--- src/rtl/regs_mp.sv ---
// Two-write/two-read register file with entry 0 hard-wired to zero and a post-reset clearing sweep.
// Define REGS_MP_BYPASS_EN to forward same-cycle write data to matching reads.
module regs_mp #(
   parameter int DATA_W = 64,
   parameter int ADDR_W = 5
) (
   input  logic              clk_i,
   input  logic              rst_i,
   input  logic [ADDR_W-1:0] reg_raddr1_i,
   input  logic [ADDR_W-1:0] reg_raddr2_i,
   output logic [DATA_W-1:0] reg_rdata1_o,
   output logic [DATA_W-1:0] reg_rdata2_o,
   input  logic              reg_wen0_i,
   input  logic [ADDR_W-1:0] reg_waddr0_i,
   input  logic [DATA_W-1:0] reg_wdata0_i,
   input  logic              reg_wen1_i,
   input  logic [ADDR_W-1:0] reg_waddr1_i,
   input  logic [DATA_W-1:0] reg_wdata1_i,
   output logic              ready_o
);

   localparam int DEPTH = 1 << ADDR_W;
   localparam logic [ADDR_W-1:0] LAST = '1;

   typedef enum logic {CLEAR, IDLE} state_t;

   state_t            state, state_next;
   logic [ADDR_W-1:0] clr_ptr, clr_ptr_next;
   logic              we0, we1;
   logic [DATA_W-1:0] mem [DEPTH];

   always_ff @(posedge clk_i) begin
      if (rst_i) begin
         state   <= CLEAR;
         clr_ptr <= ADDR_W'(1);
      end else begin
         state   <= state_next;
         clr_ptr <= clr_ptr_next;
      end
   end

   // Port 1 wins a same-address collision, so port 0 is masked off in that case.
   always_comb begin
      state_next   = state;
      clr_ptr_next = clr_ptr;
      we0          = 1'b0;
      we1          = 1'b0;
      case (state)
         CLEAR: begin
            clr_ptr_next = clr_ptr + ADDR_W'(1);
            if (clr_ptr == LAST) state_next = IDLE;
         end
         IDLE: begin
            we1 = reg_wen1_i && (reg_waddr1_i != '0);
            we0 = reg_wen0_i && (reg_waddr0_i != '0) &&
                  !(we1 && (reg_waddr1_i == reg_waddr0_i));
         end
         default: state_next = CLEAR;
      endcase
   end

   always_ff @(posedge clk_i) begin
      if (!rst_i) begin
         if (state == CLEAR) mem[clr_ptr] <= '0;
         if (we0) mem[reg_waddr0_i] <= reg_wdata0_i;
         if (we1) mem[reg_waddr1_i] <= reg_wdata1_i;
      end
   end

   function automatic logic [DATA_W-1:0] read_port(input logic [ADDR_W-1:0] addr);
      logic [DATA_W-1:0] data;
      data = '0;
      if (state == IDLE && addr != '0) begin
         data = mem[addr];
`ifdef REGS_MP_BYPASS_EN
         if (reg_wen0_i && reg_waddr0_i == addr) data = reg_wdata0_i;
         if (reg_wen1_i && reg_waddr1_i == addr) data = reg_wdata1_i;
`endif
      end
      return data;
   endfunction

   always_comb begin
      reg_rdata1_o = read_port(reg_raddr1_i);
      reg_rdata2_o = read_port(reg_raddr2_i);
   end

   assign ready_o = (state == IDLE);

endmodule

--- config.mk ---
export PLATFORM = sky130hd
export DESIGN_NAME = regs_mp
export DESIGN_NICKNAME = d
export VERILOG_FILES = /design/src/rtl/regs_mp.sv
export SDC_FILE = /design/constraint.sdc
export NUM_CORES = 2
export LEC_CHECK = 0
export CORE_MARGIN = 1.5
export CORE_UTILIZATION = 40
export DETAILED_ROUTE_END_ITERATION = 8
export PLACE_DENSITY = 0.63
export REMOVE_ABC_BUFFERS = 1
export SKIP_CTS_REPAIR_TIMING = 1
export SYNTH_ARGS = -nofsm -noshare
export SYNTH_HDL_FRONTEND = slang
export SYNTH_SLANG_ARGS = --single-unit
--- constraint.sdc ---
create_clock -name clk_i -period 5.35 [get_ports clk_i]
set_input_delay 0.535 -clock clk_i [delete_from_list [all_inputs] [get_ports clk_i]]
set_output_delay 0.535 -clock clk_i [all_outputs]
set_load 0.05 [all_outputs]
==> results.sh <==
export IMPL_min_period_over_period_pct=86.35
export IMPL_post_route_min_period_ps=4619
export IMPL_vias=84109
export IMPL_postSynthCellCount=9455
export IMPL_status="finished clean"
export IMPL_grt_usage_pct=28.01
export IMPL_wl_per_cell_um=32.13
export IMPL_synth_edf_count=2048
export IMPL_drt_wl_total_um=420400
export IMPL_root_buffer="clkbuf_16"
export IMPL_synth_common_cells="edfxtp_1, nand2_1, o21ai_0"
export IMPL_slew_headroom_pct=11.24
export IMPL_worstSkewPairLatency_ps=900
export IMPL_nNetsFinal=9152
export IMPL_die_width_um=543.5
export IMPL_leakage_nw=41.10
export IMPL_grt_pass1_vias=82312
export IMPL_fin_setup_tns_ps=0
export IMPL_drive_above_1_share_pct=20.27
export IMPL_ios=281
export IMPL_cp_startpoint="ready_o$_SDFF_PP0_"
export IMPL_via_per_inst=6.427
export IMPL_start_util_pct=40.18
export IMPL_antenna_found_initial=40
export IMPL_vdd_drop_max_uv=263.0
export IMPL_die_area_um2=295400
export IMPL_finalMaxSlewViolations=0
export IMPL_crit_required_ps=4820
export IMPL_synth_largest_area_cell="edfxtp_1"
export IMPL_yosysWarnings=0
export IMPL_final_core_utilization_pct=44.67
export IMPL_cts_tree="yes"
export IMPL_hp_class="in -> reg"
export IMPL_areaGrowthSynthToFinish_pct=11.16
export IMPL_async_reset_ff_share_pct=0
export IMPL_cp_max_fo=35
export IMPL_crit_type="reg -> out"
export IMPL_synth_top_area_share_pct=52.62
export IMPL_min_from="reg_wdata0_i[8]"
export IMPL_clk_pin_slew_worst_paths_ps=60
export IMPL_hold_viol=0
export IMPL_cts_num_sinks=2054
export IMPL_skew_ps=32.18
export IMPL_drv_cap=0
export IMPL_cts_buffer_depth=4
export IMPL_worstPathArrival_ps=4080
export IMPL_seq_area_frac_synth_pct=52.73
export IMPL_ant_nets=0
export IMPL_worst_pin_slew_ps=1327
export IMPL_dpl_hpwl_um=218000
export IMPL_end_kind="primary output"
export IMPL_dr_pass1_iters=6
export IMPL_synth_seq_cells=2054
export IMPL_gp_congestion=0.8331
export IMPL_ys_top_cells_by_area="edfxtp_1, mux4_2, o21ai_0"
export IMPL_rsz0062_at_grt="no"
export IMPL_powerDensity_nw_per_um2=271.9
export IMPL_drtIter0Drc=12792
export IMPL_netlist_area_um2=116900
export IMPL_synth_most_common_cell="edfxtp_1"
export IMPL_grt_pass1_wl_um=591200
export IMPL_avgSynthCellArea_um2=12.36
export IMPL_h_tree_depth=4
export IMPL_yosysUniqueCellTypes=60
export IMPL_finalSetupViolCount=0
export IMPL_numPortBuffers=280
export IMPL_synthFlopType="edfxtp_1"
export IMPL_die_y_um=543.5
export IMPL_grt_max_degree=129
export IMPL_overflow=0
export IMPL_timing_hold_ws_ps=527.1
export IMPL_startpoint_type="flip-flop"
export IMPL_cts_buffers=219
export IMPL_route_detailed_drc=0
export IMPL_rows=198
export IMPL_coreArea_um2=290800
export IMPL_timing_fmax_mhz=216.5
export IMPL_r2r_start="ready_o$_SDFF_PP0_"
metal layers:
metal / GRT usage [%] / wire (µm) / vias to the layer above
met4: 13.03 / 22070 / 34
met2: 44.02 / 192000 / 6150
li1: - / - / 34922
met5: 0 / 208 / -
met1: 36.89 / 149500 / 41790
met3: 6.369 / 56620 / 1213
layout by cell type, fill, tap and decap left out, types with 5 or more instances in the layout:
cell             instances
clkbuf_1                44
bufinv_16               17
nor3_1                  11
or2_2                  123
nor2_1                  13
nor2_4                  32
mux2i_1                512
buf_4                  152
clkinvlp_4               7
clkinv_1                46
xnor2_1                  6
clkinv_2                48
o21ai_0               1811
inv_1                   70
edfxtp_1              2048
nand3b_1                 5
o22ai_1                245
buf_12                 115
clkdlybuf4s50_1        230
nand3_1                 10
o31a_1                   6
and3_1                   5
o22ai_4                 31
o21ai_1                188
nor2b_1                 11
mux4_2                1018
diode_2                 16
nand2_1               2001
dfxtp_1                  6
clkbuf_16              221
buf_8                    5
clkinv_4                 5
nand2_4                 62
worst max-delay path: stages, from the launching register on:
cell             delay (ps)
dfxtp_1                 350
buf_4                   220
nor2b_1                 460
nand2_4                 640
o22ai_1                 390
or2_2                   210
clkdlybuf4s50_1         840
cell families (layout without fill, tap and decap cells):
family	Yosys count	count (layout)	share of synthesized area (%)
XOR/XNOR	8	8	0.05996
flip-flops	2054	2054	52.73
adder cells (fa/ha/maj)	2	2	0.02141
AO/OA/AOI/OAI	2309	2309	10.28
other	0	16	0
multiplexers	1532	1532	24.02
AND/OR/NAND/NOR	2298	2298	8.193
buffers and inverters	1252	967	4.702
sequential cells by signal, summed over array words and instances, names as in the netlist:
name,cells
mem,2048
clr_ptr,5
ready_o,1
cell type report:
class | count | area [µm²]
well taps | 3900 | 4880
repair buffers | 503 | 5826
fillers | 25773 | 160900
clock inverters | 128 | 1090
diodes | 16 | 40.04
multi-input cells | 6149 | 50490
clock buffers | 265 | 5695
inverters | 71 | 274.0
flip-flops and latches | 2054 | 61620
path summary, 6_finish.rpt:
check | cells past startpoint | slack, ps | endpoint
max | 6 | 730 | reg_rdata1_o[2]
min | 3 | 530 | mem[0][8]$_DFFE_PP_
max reg2reg | 6 | 1740 | mem[28][28]$_DFFE_PP_
min reg2reg | 2 | 620 | clr_ptr[1]$_SDFFE_PP0N_
per-stage QoR:
step,setup WS [ps],power (W),cell area (µm²),std cells
floorplan,-3685,0.01929,111600,8274
global placement,892.4,0.02065,123100,12677
detailed placement,869.0,0.02068,123100,12677
CTS,736.6,0.03537,129900,13070
global route,588.8,0.03606,129900,13077
finish,730.5,0.03532,129900,13086
power breakdown:
| group | internal [W] | switching [W] | leakage [nW] | total, W |
|---|---|---|---|---|
| sequential | 0.0176 | 0.0000673 | 17.5 | 0.0177 |
| combinational | 0.00116 | 0.00152 | 20.3 | 0.00269 |
| clock | 0.00836 | 0.00659 | 3.33 | 0.0150 |
| total | 0.0271 | 0.00818 | 41.1 | 0.0353 |
No activity file was read; power rests on OpenSTA's default activity.
